$ cat src/rtl/data_bus_arbiter.sv
// data_bus_arbiter: round-robin share of the interconnect data port among
// NUM_MASTERS requesters, with a bounded bus lock for read-modify-write and
// a fixed one-cycle read-return path.
module data_bus_arbiter #(
   parameter int NUM_MASTERS = 2,
   parameter int MAX_LOCK    = 8
) (
   input  logic                      i_clk,
   input  logic                      i_reset,
   input  logic [NUM_MASTERS-1:0]    i_req,
   input  logic [NUM_MASTERS-1:0]    i_lock,
   input  logic [NUM_MASTERS-1:0]    i_we,
   input  logic [32*NUM_MASTERS-1:0] i_addr,
   input  logic [32*NUM_MASTERS-1:0] i_wd,
   output logic [NUM_MASTERS-1:0]    o_gnt,
   output logic [NUM_MASTERS-1:0]    o_rvalid,
   output logic [31:0]               o_rd,
   output logic                      o_we_m,
   output logic [31:0]               o_addr_m,
   output logic [31:0]               o_wd_m,
   input  logic [31:0]               i_rd_m
);
   localparam int PTR_W = (NUM_MASTERS > 1) ? $clog2(NUM_MASTERS) : 1;
   localparam int CNT_W = $clog2(MAX_LOCK + 1);

   typedef enum logic {UNLOCKED, LOCKED} lock_state_t;

   lock_state_t            r_state, w_state_nxt;
   logic [PTR_W-1:0]       r_ptr, w_ptr_nxt;
   logic [PTR_W-1:0]       r_owner, w_owner_nxt;
   logic [CNT_W-1:0]       r_lock_cnt, w_lock_cnt_nxt;
   logic [NUM_MASTERS-1:0] r_rvalid;
   logic [PTR_W-1:0]       w_winner, w_cand;
   logic                   w_any_gnt;
   logic [31:0]            w_addr_arr [NUM_MASTERS];
   logic [31:0]            w_wd_arr   [NUM_MASTERS];

   for (genvar g = 0; g < NUM_MASTERS; g++) begin : g_unpack
      assign w_addr_arr[g] = i_addr[32*g +: 32];
      assign w_wd_arr[g]   = i_wd[32*g +: 32];
   end

   // Pick the winner: the lock owner exclusively, else first requester from r_ptr
   always_comb begin
      w_any_gnt = 1'b0;
      w_winner  = '0;
      w_cand    = '0;
      if (!i_reset) begin
         if (r_state == LOCKED) begin
            w_winner  = r_owner;
            w_any_gnt = i_req[r_owner];
         end else begin
            for (int k = 0; k < NUM_MASTERS; k++) begin
               w_cand = PTR_W'((int'(r_ptr) + k) % NUM_MASTERS);
               if (!w_any_gnt && i_req[w_cand]) begin
                  w_any_gnt = 1'b1;
                  w_winner  = w_cand;
               end
            end
         end
      end
   end

   // Drive the winner's transaction onto the interconnect; all zero when idle
   always_comb begin
      o_gnt    = '0;
      o_we_m   = 1'b0;
      o_addr_m = '0;
      o_wd_m   = '0;
      if (w_any_gnt) begin
         o_gnt[w_winner] = 1'b1;
         o_we_m          = i_we[w_winner];
         o_addr_m        = w_addr_arr[w_winner];
         o_wd_m          = w_wd_arr[w_winner];
      end
   end

   // Next pointer and lock FSM; the grant that releases a lock is still exclusive
   // to the owner, so the count limit is applied to the grant being issued now
   always_comb begin
      w_state_nxt    = r_state;
      w_owner_nxt    = r_owner;
      w_lock_cnt_nxt = r_lock_cnt;
      w_ptr_nxt      = r_ptr;
      if (w_any_gnt)
         w_ptr_nxt = (w_winner == PTR_W'(NUM_MASTERS - 1)) ? '0 : w_winner + 1'b1;
      case (r_state)
         UNLOCKED: begin
            if (w_any_gnt && i_lock[w_winner] && (MAX_LOCK > 1)) begin
               w_state_nxt    = LOCKED;
               w_owner_nxt    = w_winner;
               w_lock_cnt_nxt = CNT_W'(1);
            end
         end
         LOCKED: begin
            if (!w_any_gnt || !i_lock[r_owner] ||
                (r_lock_cnt >= CNT_W'(MAX_LOCK - 1))) begin
               w_state_nxt    = UNLOCKED;
               w_lock_cnt_nxt = '0;
            end else begin
               w_lock_cnt_nxt = r_lock_cnt + 1'b1;
            end
         end
         default: w_state_nxt = UNLOCKED;
      endcase
   end

   // State registers; a read granted this cycle returns its data next cycle
   always_ff @(posedge i_clk) begin
      if (i_reset) begin
         r_state    <= UNLOCKED;
         r_owner    <= '0;
         r_lock_cnt <= '0;
         r_ptr      <= '0;
         r_rvalid   <= '0;
      end else begin
         r_state    <= w_state_nxt;
         r_owner    <= w_owner_nxt;
         r_lock_cnt <= w_lock_cnt_nxt;
         r_ptr      <= w_ptr_nxt;
         r_rvalid   <= o_gnt & ~i_we;
      end
   end

   // Masking with reset kills a return belonging to a read issued just before reset
   assign o_rvalid = r_rvalid & {NUM_MASTERS{~i_reset}};
   assign o_rd     = i_rd_m;

endmodule

$ cat config.mk
export PLATFORM = sky130hd
export DESIGN_NAME = data_bus_arbiter
export DESIGN_NICKNAME = d
export VERILOG_FILES = /design/src/rtl/data_bus_arbiter.sv
export SDC_FILE = /design/constraint.sdc
export NUM_CORES = 1
export LEC_CHECK = 0
export BUFFER_PORTS_ARGS = -buffer_cell sky130_fd_sc_hd__clkbuf_2
export CELL_PAD_IN_SITES_DETAIL_PLACEMENT = 1
export CELL_PAD_IN_SITES_GLOBAL_PLACEMENT = 1
export CORE_AREA = 2 2 105 107
export CTS_BUF_LIST = sky130_fd_sc_hd__clkbuf_8
export CTS_CLUSTER_SIZE = 40
export DETAILED_ROUTE_END_ITERATION = 8
export DIE_AREA = 0 0 107 109
export GPL_TIMING_DRIVEN = 0
export PLACE_DENSITY_LB_ADDON = 0.1
export SYNTH_ARGS = -nofsm -noshare
export SYNTH_HDL_FRONTEND = slang
export SYNTH_SLANG_ARGS = --single-unit
$ cat constraint.sdc
create_clock -name i_clk -period 1.83 [get_ports i_clk]
set_input_delay 0.0915 -clock i_clk [delete_from_list [all_inputs] [get_ports i_clk]]
set_output_delay 0.0915 -clock i_clk [all_outputs]
set_load 0.05 [all_outputs]
-- Word-level counts from Yosys, hierarchy flattened
Cells that the tools add are included.
- output and inout bits: 101
- register bits after elaboration: 9
- input port bits: 168
- word-level logic and storage cells: 72
- reductions and logical operators: 9
- bitwise gates (word level): 6
- eq/ne operators: 1
- add/subtract/negate cells: 3
- muxes and demuxes: 41
- magnitude comparators: 7
- operators by type and width (cell ; number):
    32-bit 2-to-1 mux ; 8
    1-bit 2-to-1 mux ; 27
    1-bit by 2-bit < comparator with 1-bit output, second input constant ; 4
    4-bit 2-to-1 mux ; 2
    4-bit one-hot mux with 2 select lines ; 1
    4-bit by 1-bit adder with 4-bit output, second input constant ; 1
    2-bit bitwise AND ; 2
    4-bit by 3-bit >= comparator with 1-bit output, second input constant ; 1
    1-bit logical AND ; 3
    1-bit zero test ; 3
    1-bit adder, second input constant ; 2
    2-bit >= comparator, second input constant ; 1
    1-bit logical OR ; 2
    2-bit 2-to-1 mux ; 1
    2-bit inequality test, second input constant ; 1
    1-bit inverter ; 2
    1-bit inverter with 2-bit output ; 1
    2-bit inverter ; 1
    1-bit one-hot mux with 2 select lines ; 1
    2-bit AND reduction ; 1
    1-bit demux with 1-bit select ; 1
    1-bit >= comparator, second input constant ; 1

-- Longest topological paths before layout
- depth in word-level cells: 16
- mapped depth: 7
- gate-level depth less buffers: 4

-- Worst setup path before layout
OpenSTA, ideal clock, no wires.
- kind: reg-to-output
- start point: register r_state
- end point: output port o_wd_m[23]
- data arrival time: 1.677 ns
- buffers on the path: 3
- data required time: 1.738 ns
- stages on the path, launching flop included: 7
- slack: 0.062 ns
- path through: dfxtp_1 -> buf_4 -> nand3b_1 -> and3_1 -> clkbuf_1 -> buf_2 -> a22o_1
- word-level cells in the longest chain between the ends: 7
- elaborated cells between the ends (all ways): 9
- those cells by class: mux (8); bitwise (1)
- RTL lines (item ; line ; text):
    start, declared ; 28 ; lock_state_t r_state, w_state_nxt;
    start signal, assigned ; 117 ; r_state <= w_state_nxt;
    1-bit 2-to-1 mux ; 49 ; if (r_state == LOCKED) begin
    1-bit 2-to-1 mux ; 48 ; if (!i_reset) begin
    1-bit inverter with 2-bit output (not written as such) ; 74 ; o_wd_m = w_wd_arr[w_winner];
    32-bit 2-to-1 mux (not written as such) (3 in series) ; 74 ;
    32-bit 2-to-1 mux * ; 70 ; if (w_any_gnt) begin
    end, declared ; 20 ; output logic [31:0] o_wd_m,
Mark *: on every way between the ends. The rest lies on a longest branch, timed or not. The select of a mux whose other input is x is not followed.

-- Worst setup path in the final report
- start point: register r_ptr
- end point: output port o_wd_m[16]
- word-level cells in the longest chain between the ends: 15
- elaborated cells between the ends (all ways): 22
- those cells by class: add/sub (1); mux (18); bitwise (1); reduce/logical (2)
- RTL lines (item ; line ; text):
    start, declared ; 29 ; logic [PTR_W-1:0] r_ptr, w_ptr_nxt;
    start signal, assigned ; 120 ; r_ptr <= w_ptr_nxt;
    1-bit 2-to-1 mux (not written as such) (2 in series) ; 55 ; if (!w_any_gnt && i_req[w_cand]) begin
    1-bit 2-to-1 mux ; 55 ;
    1-bit 2-to-1 mux ; 49 ;
    1-bit 2-to-1 mux ; 48 ;
    1-bit zero test ; 55 ;
    1-bit logical AND ; 55 ;
    1-bit 2-to-1 mux ; 55 ;
    1-bit 2-to-1 mux ; 49 ;
    1-bit 2-to-1 mux ; 48 ;
    1-bit inverter with 2-bit output (not written as such) ; 74 ;
    32-bit 2-to-1 mux (not written as such) (3 in series) ; 74 ;
    32-bit 2-to-1 mux * ; 70 ;
Marked as above.

==> impl_metrics.py <==
metrics = {
    "run_status": {
        "outcome": "finished with violations",
        "failing_checks": "negative setup slack",
    },
    "timing": {
        "setup_slack_ps": -77.95,
        "finClkSkew_ps": 10.79,
        "worst_slew_margin_rel": 0.7528,
        "maxSlewViolCount": 0,
        "achievable-frequency_mhz": 524.1,
        "finalCritPeriodShare": 1.043,
        "report.final.hold_viol_count": 0,
        "setup-tns-final_ps": -1462,
        "period_minus_slack_ps": 1908,
        "worst_hold_margin_ps": 27.43,
        "rsz_0062_raised_after_global_routing": "yes",
        "report.final.setup_viol": 40,
        "worst-slew-pin-transition_ps": 370.9,
    },
    "power": {
        "power_per_cell_area_nw_per_um2": 563.3,
        "p_total_mw": 2.085,
        "vdd_ir_max_mv": 0.3582,
        "p_leak_nw": 1.978,
    },
    "critical_path": {
        "critical_path.reg2reg.startpoint": "r_state$_SDFF_PP0_",
        "rr_endpoint": "r_lock_cnt[3]$_SDFFE_PP0P_",
        "cp.required_ps": 1740,
        "worst_ep_arrival_time_ps": 1820,
        "rr_worst_depth": 6,
        "crit_fanout": 7,
        "crit_type": "flop to output pin",
        "ff2ff_setup_slack_ps": 160,
        "end_kind": "output pin",
        "worstSetupStartpointType": "flop",
    },
    "final_layout": {
        "design.final.nets": 589,
        "syn2layout_area_growth_pct": 171.0,
        "final_layout_size_suffix_gt1_frac": 0.7518,
        "post-route-util": 0.3492,
        "num_antenna_cells": 0,
    },
    "worst_hold_path": {
        "min_to": "r_rvalid[0]$_SDFF_PP0_",
        "hp-start": "i_we[0]",
        "hold_path_depth": 2,
        "hold_path.class": "input port to flop",
    },
    "routing": {
        "drc": 0,
        "detail_route.first_pass.iterations": 3,
        "detail_route.wirelength_mm": 9.546,
        "ant_nets": 0,
        "detailedRoute.firstIterationViolations": 76,
        "num_vias": 2314,
        "avgRoutedWirePerCell_um": 17.08,
        "drt-vias-per-instance": 4.140,
    },
    "placed_design": {
        "gp_congestion": 0.7520,
        "placement.io_buffers": 236,
        "setup_slack_after_placement_ps": -163.3,
        "dp.final_hpwl_mm": 7.886,
    },
    "synthesis": {
        "dominantRegCellSynth": "sky130_fd_sc_hd__dfxtp_1",
        "asyncSetResetFlopFracSynth": 0,
        "synthDistinctLibCells": 25,
        "synth.top_cells.by_count": "sky130_fd_sc_hd__a22o_1 (65), sky130_fd_sc_hd__buf_4 (33), sky130_fd_sc_hd__dfxtp_1 (9)",
        "synthCells": 164,
        "synth.yosys.warnings": 0,
        "synth_edf_count": 0,
        "synth.most_common_cell": "sky130_fd_sc_hd__a22o_1",
        "synth_top_area_share": 0.4167,
        "biggest_area_consumer_among_synthesized_cells": "sky130_fd_sc_hd__a22o_1",
        "ys_seq_elements": 9,
        "synth_sequential_area_ratio": 0.1319,
        "netlist_top_cells_area": "sky130_fd_sc_hd__a22o_1 (42%), sky130_fd_sc_hd__buf_4 (18%), sky130_fd_sc_hd__dfxtp_1 (13%)",
        "synthesis.area_um2": 1366,
        "synth.avg_cell_area_um2": 8.331,
        "mappedNetlistNets": 333,
    },
    "flow_run": {
        "timing.max_cap.violations": 0,
    },
    "die": {
        "starting_density_of_the_core": 0.1289,
        "die_area_um2": 11660,
        "die_h_um": 109,
        "ios": 269,
        "x_dimension_of_the_die_um": 107,
        "floorplan.rows": 38,
        "core-area_um2": 10600,
    },
    "grt": {
        "grt_overflow_total": 0,
        "first_global_vias": 2305,
        "antenna_found_initial": 0,
        "grt_first_pass_wirelength_mm": 13.12,
        "groute.usage.overall": 0.1432,
        "maximum_number_of_pins_on_one_net_before_global_route_repair": 11,
    },
    "clocking": {
        "clk_transition_reported_paths_ps": 60,
        "cts_htree_levels": 1,
        "clock_tree.buffer_depth": 2,
        "tritoncts_sinks": 9,
        "cts_buffers": 3,
        "cts_tree": "yes",
        "cts.root.buffer_cell": "sky130_fd_sc_hd__clkbuf_8",
        "worst_skew_pair.late_latency_ps": 240,
    },
}
## metal layers
| metal | vias up | share of wire | track usage |
|---|---|---|---|
| met4 | 0 | 0.015 | 0.02783 |
| met1 | 1081 | 0.38 | 0.1659 |
| met2 | 104 | 0.55 | 0.2789 |
| li1 | 1119 | - | - |
| met5 | - | 0 | 0 |
| met3 | 10 | 0.057 | 0.02032 |
## report_power, final
part           total [mW]  leakage (nW)  internal [mW]  switching, mW
Sequential          0.236        0.0743          0.219         0.0170
Combinational        1.61          1.88          0.699          0.908
Clock               0.243        0.0269          0.147         0.0955
Total                2.09          1.98           1.07           1.02
## flip-flops by register name (all words and copies together), names as in the netlist
register / flops
r_ptr: 1
r_rvalid: 2
r_state: 1
r_owner: 1
r_lock_cnt: 4
## cells in the final DEF (no fill, tap or decap), types with 2 or more instances in the layout
cell type,instances
sky130_fd_sc_hd__a21oi_1,2
sky130_fd_sc_hd__a22o_1,61
sky130_fd_sc_hd__a22o_4,4
sky130_fd_sc_hd__and3_4,2
sky130_fd_sc_hd__buf_12,2
sky130_fd_sc_hd__buf_16,2
sky130_fd_sc_hd__buf_2,4
sky130_fd_sc_hd__buf_4,44
sky130_fd_sc_hd__buf_6,3
sky130_fd_sc_hd__buf_8,55
sky130_fd_sc_hd__clkbuf_2,171
sky130_fd_sc_hd__clkbuf_4,2
sky130_fd_sc_hd__clkbuf_8,19
sky130_fd_sc_hd__dfxtp_1,7
sky130_fd_sc_hd__dfxtp_2,2
sky130_fd_sc_hd__nand2_1,4
sky130_fd_sc_hd__nand2b_1,3
sky130_fd_sc_hd__nand3b_1,3
sky130_fd_sc_hd__nand4_1,3
sky130_fd_sc_hd__nor2b_1,6
sky130_fd_sc_hd__o21ai_0,7
## what timing repair did
item                       4_1_cts  5_1_grt
pin swaps                        9       27
gates cloned                     3        1
hold buffers                     0        0
setup buffers                    7        6
setup endpoints to repair       66       67
resized for setup              151       65
## worst max-delay path, cell delays in order, from the launching register on
cell and delay, ps:
sky130_fd_sc_hd__dfxtp_2 320, sky130_fd_sc_hd__or3b_4 390, sky130_fd_sc_hd__and3_4 190, sky130_fd_sc_hd__buf_12 150
sky130_fd_sc_hd__clkbuf_16 150, sky130_fd_sc_hd__a22o_1 220, sky130_fd_sc_hd__buf_8 150
## area by class of cell
cell class                      instances  area, µm²
Fill cell                            1268       6900
Timing Repair Buffer                  253       2008
Multi-Input combinational cell        106      878.3
Sequential cell                         9      182.7
Clock inverter                          1      3.754
Clock buffer                            3      41.29
Buffer                                 47      412.9
Tap cell                              140      175.2
## cells by family (layout without fill, tap and decap cells)
family | after synthesis | after routing | synth area share
flops | 9 | 9 | 0.1319
simple gates | 28 | 28 | 0.1255
compound gates | 77 | 77 | 0.4734
fa+ha+maj | 1 | 1 | 0.009156
buf+inv | 49 | 304 | 0.2601
## metrics by stage
step                std cells  cell area, µm²
finish                    559            3702
global route              559            3702
CTS                       553            3507
detailed placement        540            2723
global placement          540            2723
floorplan                 164            1366
## worst max path at each step
stage / startpoint / end / slack [ps] / cells past startpoint
2_1_floorplan: r_state$_SDFF_PP0_ / o_wd_m[23] / 60 / 6
3_3_place_gp: r_state$_SDFF_PP0_ / o_wd_m[4] / -140 / 8
3_5_place_dp: r_state$_SDFF_PP0_ / o_wd_m[10] / -160 / 8
4_1_cts: r_state$_SDFF_PP0_ / o_wd_m[10] / -160 / 7
5_1_grt: r_ptr$_SDFFE_PP0P_ / o_wd_m[20] / -130 / 6
6_report: r_ptr$_SDFFE_PP0P_ / o_wd_m[16] / -80 / 6
No activity file was read; power rests on OpenSTA's default activity.
